`src/rtl/dm_store_buf_pkg.sv`:
```
// Shared widths, entry type and byte-merge helper for the data-memory store buffer.
// The `DM_* macros are the arch_def.v widths; defaults apply when arch_def.v is not included.
`ifndef DM_DEPTH
`define DM_DEPTH 8
`endif
`ifndef DM_WIDTH
`define DM_WIDTH 32
`endif
`ifndef DMBE_WIDTH
`define DMBE_WIDTH 4
`endif
`ifndef DM_SB_DEPTH
`define DM_SB_DEPTH 4
`endif

package dm_store_buf_pkg;

  localparam int DM_AW        = `DM_DEPTH;
  localparam int DM_DW        = `DM_WIDTH;
  localparam int DM_BW        = `DMBE_WIDTH;
  localparam int SB_DEPTH_DEF = `DM_SB_DEPTH;

  typedef logic [DM_AW-1:0] dm_addr_t;
  typedef logic [DM_BW-1:0] dm_be_t;
  typedef logic [DM_DW-1:0] dm_word_t;

  typedef struct packed {
    dm_addr_t addr;
    dm_be_t   be;
    dm_word_t data;
  } sb_entry_t;

  // Replace each byte lane of base whose enable is set with the matching lane of data.
  function automatic dm_word_t be_merge(input dm_word_t base, input dm_be_t be,
                                        input dm_word_t data);
    dm_word_t res;
    res = base;
    for (int b = 0; b < DM_BW; b++) begin
      if (be[b]) res[8*b +: 8] = data[8*b +: 8];
    end
    return res;
  endfunction

endpackage

```
`src/rtl/dm_store_buf_fwd_merge.sv`:
```
// One link of the store-to-load forwarding chain: overlays one entry's enabled bytes on a word.
module dm_fwd_merge
  import dm_store_buf_pkg::*;
(
  input  logic [DM_DW-1:0] base,
  input  logic [DM_BW-1:0] be,
  input  logic [DM_DW-1:0] data,
  output logic [DM_DW-1:0] merged
);

  always_comb begin
    // NOTE: assign a default before any conditional update so no latch is inferred.
    merged = '0;
    merged = be_merge(base, be, data);
  end

endmodule

```
`src/rtl/dm_store_buf.sv`:
```
// Store buffer in front of a single-port data memory: stores queue here and drain when
// loads leave the port idle. Store-to-load forwarding is enabled by defining STBUF_FWD_EN.
module dm_store_buf
  import dm_store_buf_pkg::*;
#(
  parameter int DEPTH = SB_DEPTH_DEF
) (
  input  logic                   clk,
  input  logic                   rst,
  input  logic                   st_req,
  input  logic [`DM_DEPTH-1:0]   st_addr,
  input  logic [`DMBE_WIDTH-1:0] st_be,
  input  logic [`DM_WIDTH-1:0]   st_data,
  output logic                   st_ready,
  input  logic                   ld_req,
  input  logic [`DM_DEPTH-1:0]   ld_addr,
  output logic                   ld_ready,
  output logic [`DM_WIDTH-1:0]   ld_data,
  output logic                   dm_wr,
  output logic [`DMBE_WIDTH-1:0] dm_be,
  output logic [`DM_DEPTH-1:0]   dm_addr,
  output logic [`DM_WIDTH-1:0]   dm_din,
  input  logic [`DM_WIDTH-1:0]   dm_dout,
  output logic                   empty
);

  localparam int PW = $clog2(DEPTH);
  localparam int CW = PW + 1;
  localparam logic [CW-1:0] FULL_CNT = CW'(DEPTH);

`ifdef STBUF_FWD_EN
  localparam bit FWD_ON = 1'b1;
`else
  localparam bit FWD_ON = 1'b0;
`endif

  sb_entry_t        ent [DEPTH];
  sb_entry_t        head_ent;
  logic [PW-1:0]    head;
  logic [PW-1:0]    tail;
  logic [CW-1:0]    count;
  logic [CW-1:0]    count_eff;
  logic             full;
  logic             hit;
  logic             load_own;
  logic             drain;
  logic             enq;
  logic [DEPTH-1:0] hit_vec;
  dm_word_t         chain [DEPTH+1];

  // While rst is high the buffer already behaves as empty, so a load goes straight to DM.
  assign count_eff = rst ? '0 : count;
  assign full      = (count_eff == FULL_CNT);
  assign empty     = (count_eff == '0);
  assign st_ready  = !full;
  assign hit       = |hit_vec;

  // A full buffer always steals the port for one drain; without forwarding a pending
  // store to the load's word also stalls the load until it reaches DM.
  assign ld_ready  = !ld_req || !(full || (!FWD_ON && hit));
  assign load_own  = ld_req && ld_ready;
  assign drain     = !load_own && !empty;
  assign enq       = st_req && st_ready && !rst;

  assign head_ent  = ent[head];
  assign dm_wr     = drain;
  assign dm_addr   = drain ? head_ent.addr : ld_addr;
  assign dm_be     = drain ? head_ent.be   : '0;
  assign dm_din    = drain ? head_ent.data : '0;

  // Walk entries by age from head so younger stores overwrite older bytes.
  assign chain[0]  = dm_dout;
  assign ld_data   = chain[DEPTH];

  for (genvar g = 0; g < DEPTH; g++) begin : g_age
    logic [PW-1:0]    idx;
    logic             live;
    logic             match;
    logic [DM_BW-1:0] fwd_be;

    assign idx        = head + PW'(g);
    assign live       = (CW'(g) < count_eff);
    assign match      = live && (ent[idx].addr == ld_addr);
    assign hit_vec[g] = match;
    assign fwd_be     = ent[idx].be & {DM_BW{match && FWD_ON}};

    dm_fwd_merge u_merge (
      .base   (chain[g]),
      .be     (fwd_be),
      .data   (ent[idx].data),
      .merged (chain[g+1])
    );
  end

  // NOTE: entry storage has no reset; an entry is meaningful only while count covers it.
  always_ff @(posedge clk) begin
    if (enq) begin
      ent[tail] <= '{addr: st_addr, be: st_be, data: st_data};
    end
  end

  always_ff @(posedge clk) begin
    if (rst) begin
      head  <= '0;
      tail  <= '0;
      count <= '0;
    end else begin
      if (enq)   tail <= tail + 1'b1;
      if (drain) head <= head + 1'b1;
      case ({enq, drain})
        2'b10:   count <= count + 1'b1;
        2'b01:   count <= count - 1'b1;
        default: count <= count;
      endcase
    end
  end

endmodule

```
`config.mk`:
```
export PLATFORM = sky130hd
export DESIGN_NAME = dm_store_buf
export DESIGN_NICKNAME = d
export VERILOG_FILES = /design/src/rtl/dm_store_buf_pkg.sv /design/src/rtl/dm_store_buf_fwd_merge.sv /design/src/rtl/dm_store_buf.sv
export SDC_FILE = /design/constraint.sdc
export NUM_CORES = 1
export LEC_CHECK = 0
export CAP_MARGIN = 30
export CORE_ASPECT_RATIO = 0.7
export CORE_MARGIN = 4
export CORE_UTILIZATION = 40
export DETAILED_ROUTE_END_ITERATION = 10
export GPL_TIMING_DRIVEN = 0
export HOLD_SLACK_MARGIN = 0.1
export PLACE_DENSITY = 0.67
export SKIP_CTS_REPAIR_TIMING = 1
export SYNTH_ARGS = -nofsm -noshare
export SYNTH_HDL_FRONTEND = slang
export SYNTH_SLANG_ARGS = --single-unit
export TNS_END_PERCENT = 1
```
`constraint.sdc`:
```
create_clock -name clk -period 3.46 [get_ports clk]
set_input_delay 0.346 -clock clk [delete_from_list [all_inputs] [get_ports clk]]
set_output_delay 0.346 -clock clk [all_outputs]
set_load 0.01 [all_outputs]
```
## Word-level counts from Yosys, hierarchy flattened

Memory sizes are Yosys's and may differ from the RTL's. A register that Yosys moved wholly into a read port is not among the register bits.
Cells that the tools add are included.

| operators by class | value |
|---|---|
| add/sub/neg operators | 6 |
| multipliers | 0 |
| divide/modulo/power cells | 0 |
| magnitude comparators | 4 |
| equal/unequal tests | 7 |
| shifts and indexed selects | 0 |
| mux-type cells | 9 |
| bitwise logic cells | 0 |
| reduce and logical (&&, ||, !) cells | 19 |

Operators with widths:

| operator | count |
|---|---|
| equality test 8 bit | 4 |
| two-way mux 32 bit | 1 |
| logical AND 1 bit | 8 |
| two-way mux 8 bit | 1 |
| zero test 1 bit | 6 |
| less-than comparator 1 x 3 -> 1 bit (first input constant) | 2 |
| less-than comparator 2 x 3 -> 1 bit (first input constant) | 2 |
| one-hot mux 3 bit (2 select lines) | 1 |
| adder 2 x 1 -> 2 bit (second input constant) | 2 |
| adder 2 bit (second input constant) | 2 |
| two-way mux 2 bit | 2 |
| two-way mux 4 bit | 1 |
| OR reduction 4 bit | 1 |
| adder 3 x 1 -> 3 bit (second input constant) | 1 |
| equality test 3 bit (second input constant) | 1 |
| zero test 3 bit | 1 |
| two-way mux 3 bit | 1 |
| subtractor 3 x 1 -> 3 bit (second input constant) | 1 |
| equality test 2 x 1 -> 1 bit (second input constant) | 1 |
| equality test 2 bit (second input constant) | 1 |
| logical OR 1 bit | 2 |
| two-way mux 1 bit | 2 |
| nonzero test 2 bit | 1 |

| word-level totals | value |
|---|---|
| register bits | 7 |
| latch bits | 0 |
| RAM bits | 176 |
| memory bits (read-only) | 0 |
| input bits | 88 |
| output and inout bits | 80 |
| logic and storage cells | 49 |
| memories kept | 1 |

Memories:

| name | words | width | read ports | clocked after Yosys merged registers in | wr ports | RTL line | text |
|---|---|---|---|---|---|---|---|
| ent | 4 | 44 | 4 | 1 | 1 | dm_store_buf.sv:37 | `sb_entry_t ent [DEPTH];` |

## Logic depth before layout (Yosys ltp)

Gate-level depths: netlist (run 1).
An unclocked memory read counts as a cell.

| depth | value |
|---|---|
| depth in word-level cells | 13 |
| mapped depth | 19 |
| gate-level depth less buffers | 14 |

## Hierarchy

Synthesis (run 1) repeated with hierarchy kept, for this count alone.

| second synthesis, totals | value |
|---|---|
| cells, all modules | 726 |
| area, all modules | 12637.1 µm² |

By module, submodules not included:

| module | times used | cells an instance | area each (µm²) | sequential area each (µm²) |
|---|---|---|---|---|
| dm_store_buf | 1 | 582 | 10535.1 | 5465.2 |
| dm_fwd_merge | 4 | 36 | 525.5 | 0.0 |

## Worst setup path before layout (run 1)

Ideal clock, no wire load.

| path | value |
|---|---|
| kind | flip-flop to flip-flop |
| start | register head[0] |
| end | register count[2] |
| library setup time | 0.070 ns |
| arrival time | 3.570 ns |
| required time | 3.390 ns |
| path slack | -0.179 ns |
| cell stages (with the launch flop) | 17 |
| buffers on the path | 4 |
| path through | dfxtp_1 buf_6 buf_12 mux4_4 xor2_1 nor4_1 nor4b_2 nand2b_4 buf_6 buf_6 inv_1 ha_1 inv_1 fa_1 xor2_1 or3_1 a21oi_1 |

| on the way | value |
|---|---|
| word-level cells in the longest chain between the ends | 13 |
| elaborated cells between the ends (all ways) | 21 |

RTL lines:

| what | RTL line | text |
|---|---|---|
| from (decl) | dm_store_buf.sv:39 | `logic [PW-1:0] head;` |
| from (signal assigned) | dm_store_buf.sv:109 | `if (drain) head <= head + 1'b1;` |
| adder 2 x 1 -> 2 bit / adder 2 bit (equally long branches) | dm_store_buf.sv:81 | `assign idx = head + PW'(g);` |
| memory (4 x 44 bit) * | n/a |  |
| equality test 8 bit | dm_store_buf.sv:83 | `assign match = live && (ent[idx].addr == ld_addr);` |
| logical AND 1 bit | dm_store_buf.sv:83 |  |
| OR reduction 4 bit * | dm_store_buf.sv:56 | `assign hit = \|hit_vec;` |
| logical OR 1 bit * | dm_store_buf.sv:60 | `assign ld_ready = !ld_req \|\| !(full \|\| (!FWD_ON && hit));` |
| zero test 1 bit * | dm_store_buf.sv:60 |  |
| logical OR 1 bit * | dm_store_buf.sv:60 |  |
| logical AND 1 bit * | dm_store_buf.sv:61 | `assign load_own = ld_req && ld_ready;` |
| zero test 1 bit * | dm_store_buf.sv:62 | `assign drain = !load_own && !empty;` |
| logical AND 1 bit * | dm_store_buf.sv:62 |  |
| net dm_wr | dm_store_buf.sv:19 | `output logic dm_wr,` |
| equality test 2 x 1 -> 1 bit / equality test 2 bit (equally long branches) | dm_store_buf.sv:110 | `case ({enq, drain})` |
| one-hot mux 3 bit (2 select lines) / nonzero test 2 bit (equally long branches) | n/a |  |
| to (signal assigned) | dm_store_buf.sv:111 | `2'b10: count <= count + 1'b1;` |
| to (signal assigned) | dm_store_buf.sv:112 | `2'b01: count <= count - 1'b1;` |
| to (signal assigned) | dm_store_buf.sv:113 | `default: count <= count;` |
| to (decl) | dm_store_buf.sv:41 | `logic [CW-1:0] count;` |

Mark *: on every way through the listed nets, which the timed path passes. The rest lies on a longest branch.
A chain may end at the register's enable or synchronous reset.

## Final worst setup path (run 1)

| path | value |
|---|---|
| start | register head[1] |
| end | output dm_addr[5] |

| on the way | value |
|---|---|
| word-level cells in the longest chain between the ends | 12 |
| elaborated cells between the ends (all ways) | 18 |

RTL lines:

| what | RTL line | text |
|---|---|---|
| adder 2 x 1 -> 2 bit / adder 2 bit (equally long branches) | dm_store_buf.sv:81 |  |
| memory (4 x 44 bit) * | n/a |  |
| equality test 8 bit | dm_store_buf.sv:83 |  |
| logical AND 1 bit | dm_store_buf.sv:83 |  |
| OR reduction 4 bit * | dm_store_buf.sv:56 |  |
| logical OR 1 bit * | dm_store_buf.sv:60 |  |
| zero test 1 bit * | dm_store_buf.sv:60 |  |
| logical OR 1 bit * | dm_store_buf.sv:60 |  |
| logical AND 1 bit * | dm_store_buf.sv:61 |  |
| zero test 1 bit * | dm_store_buf.sv:62 |  |
| logical AND 1 bit * | dm_store_buf.sv:62 |  |
| two-way mux 8 bit * | dm_store_buf.sv:67 | `assign dm_addr = drain ? head_ent.addr : ld_addr;` |
| to (decl) | dm_store_buf.sv:21 | `` output logic [`DM_DEPTH-1:0] dm_addr, `` |

Every way passes the cells marked *; elsewhere a longest branch is shown, timed or not.

==> flow_summary.json, run 1 <==
{
  "clkPwrFrac_pct": 35.5,
  "crit_buf_inv": 4,
  "worst_hold_startpoint": "tail[1]$_SDFFE_PP0P_",
  "crit_type": "register to primary output",
  "grt_overflow": 0,
  "clkTransAtPathRegs_ns": 0.07,
  "cp.arrival_ns": 3.42,
  "gp_congestion": 0.8815,
  "slowest_delay_ns": 0.54,
  "pwr-share-seq_pct": 47.9,
  "crit_top_cell": "buf_12",
  "io_pins": 168,
  "fin_hold_ws_ns": 0.5063,
  "cts_root_buffer": "clkbuf_16",
  "start_util_pct": 41.09,
  "yosys.area.top_type": "edfxtp_1",
  "cts.path.max_buffers": 2,
  "yosys-top-cells-area": "edfxtp_1 (61%), mux4_2 (13%), mux2i_1 (3.6%), xnor2_1 (3.6%), buf_4 (3.2%)",
  "synth.most_common_cell": "edfxtp_1",
  "portBuffers": 127,
  "crit_fanout": 9,
  "period_minus_slack_ns": 3.763,
  "crit_path_start_kind": "register",
  "grt_pass1_vias": 5023,
  "finalPower_uw": 5333,
  "drc": 0,
  "synth-edff-count": 176,
  "fmax_mhz": 265.7,
  "cts_buffers": 17,
  "finalSetupTns_ns": -4.840,
  "critPathCaptureType": "primary output",
  "synth_warnings": 0,
  "grt_pass1_wl_um": 28810,
  "setup_viol": 38,
  "tritoncts": "done",
  "cp_slowest_cell": "mux4_2",
  "cp_top_family": "multiplexers",
  "failed_checks": "setup timing",
  "yosysTopAreaCellShare_pct": 61.32,
  "hold_class": "register to register",
  "skew_ns": 0.009222,
  "slew-limit-headroom_pct": 35.56,
  "path_cells": "buf_8 > mux4_2 > xnor2_2 > and4_4 > o211ai_1 > o41ai_4 > nor4b_4 > nand2b_4 > buf_12 > buf_12 > mux2_4 > clkbuf_2",
  "hold_viol_final": 0,
  "p_sw_share_pct": 23.67,
  "powerDensity_nw_per_um2": 483.2,
  "dp_hpwl_um": 13710,
  "dieWidth_um": 183.5,
  "firstDrtPassIters": 5,
  "nets": 748,
  "wl_per_cell_um": 20.72,
  "setup_ws_ns": -0.3035,
  "avgSynthCellArea_um2": 17.52,
  "p_leak_uw": 0.003794,
  "drive_above_1_share_pct": 35.23,
  "totalWireLength_um": 19540,
  "num_antenna_cells": 0,
  "coreArea_um2": 20980,
  "slew_violations": 0,
  "multi_input_area_um2": 2838,
  "synthCells": 492,
  "r2r_slack_ns": -0.30,
  "synth_flop_cell": "edfxtp_1",
  "via_per_inst": 5.160,
  "rr_endpoint": "count[2]$_SDFFE_PP0P_",
  "switching_power_uw": 1262,
  "ff2ff_path_depth": 17,
  "synth-seq-cells": 185,
  "die_h_um": 130.8,
  "nFillCells": 1677,
  "grt_max_degree": 33,
  "cap_viol_max_count": 0,
  "dieArea_um2": 24000,
  "fin_util_pct": 52.62,
  "worstMarginPinSlew_ns": 0.9665,
  "cts_sinks": 185,
  "synth-seq-area-share_pct": 63.41,
  "yosysUniqueCellTypes": 41,
  "syn_to_final_growth_pct": 28.04,
  "rsz0062_at_grt": "true",
  "drt_iter0_markers": 344,
  "holdPathEnd": "tail[1]$_SDFFE_PP0P_",
  "holdPathStages": 2,
  "postRouteAntennaNets": 0,
  "max-vdd-ir-drop_mv": 0.2319,
  "p_comb_share_pct": 16.6,
  "seq_area_um2": 5468,
  "internal-power_uw": 4070,
  "clk_latency_ns": 0.42,
  "synth_area_um2": 8620,
  "rows": 44,
  "num_vias": 4866,
  "grt_util_all_layers_pct": 16.23,
  "cp.required_ns": 3.11,
  "antenna_found_initial": 1,
  "synthTopCellsByCount": "edfxtp_1 (176), mux4_2 (51), nor2b_1 (38)",
  "async_flop_share_pct": 0,
  "cts.htree.levels": 4,
  "min_period_over_period_pct": 108.8,
  "status": "finished, violations left",
  "synth_nets": 586
}
layer usage:
metal | routed length [um] | GRT usage [%]
met1 | 8841 | 22.69
met2 | 8865 | 25.61
met3 | 1629 | 4.593
met4 | 187 | 3.678
met5 | 13 | 0
power by group through the flow:
stage          Clock [uW]  Combinational [uW]  Sequential, uW
2_1_floorplan           0                 531            2590
3_3_place_gp            0                 825            2600
5_1_grt              2050                 951            2560
4_1_cts              1940                 853            2550
3_5_place_dp            0                 849            2600
6_report             1890                 885            2550
worst max-delay path by stage:
stage                              start                     to  depth (start not counted)
floorplan           head[0]$_SDFFE_PP0P_  count[2]$_SDFFE_PP0P_                         17
global placement                     rst    ent[0][9]$_DFFE_PP_                          6
detailed placement              register  count[2]$_SDFFE_PP0P_                         16
CTS                 head[1]$_SDFFE_PP0P_             dm_addr[6]                         11
global route        head[0]$_SDFFE_PP0P_  count[2]$_SDFFE_PP0P_                         18
finish              head[1]$_SDFFE_PP0P_             dm_addr[5]                         12
stage by stage:
step / worst slack (ns) / std cells / cell area (um2)
global route: -0.4674 / 943 / 11040
floorplan: 0.01850 / 492 / 8643
CTS: -0.7958 / 931 / 10930
global placement: -0.4709 / 895 / 10260
finish: -0.3035 / 943 / 11040
detailed placement: -0.4725 / 899 / 10350
worst reg2reg max path: stages, from the launching register on:
cell      delay, ns
dfxtp_1        0.39
clkbuf_4       0.31
mux2i_1        0.32
xnor2_1        0.12
o21ai_0        0.29
nand4_1        0.20
o31ai_4        0.33
nor4b_4        0.08
nand2b_4       0.18
buf_12         0.15
buf_12         0.14
inv_4          0.07
ha_4           0.13
inv_1          0.05
fa_2           0.33
xor2_1         0.16
or3_1          0.33
a21oi_2        0.13
state kept, by name, indices dropped and copies added (netlist names), named ones only:
register  flops
ent         176
tail          2
head          2
count         3
cell type report:
type,instances,area share [%]
multi-input cells,236,25.71
clock inverters,15,1.349
inverters,9,0.3288
repair buffers,143,11.65
plain buffers,62,4.433
well taps,276,3.129
flip-flops and latches,185,49.54
clock buffers,17,3.854
kinds of logic after synthesis:
logic type / share of synthesized area, %
AOI/OAI and AO/OA: 1.640
adders and majority gates: 0.9581
and+or+nand+nor: 5.066
xor gates and xnor gates: 4.268
DFF: 63.41
muxes: 19.22
buffers and inverters: 5.443
cells in the final DEF, fill, tap and decap left out, drive strengths merged, types with 8 or more instances in the layout:
master         count
clkinv             8
buf               91
mux4              54
mux2i             31
clkbuf            45
xnor2             35
clkdlybuf4s50     81
nor2b             38
mux2               8
dfxtp              9
edfxtp           176
inv               13
nor2               9
No activity file was read; power rests on OpenSTA's default activity.
==> run 2, diff against run 1 <==
- ABC_CLOCK_PERIOD_IN_PS: unset -> 3460
==> results of run 2 <==
The final DEF is identical to that of run 1; final timing and power are the same.
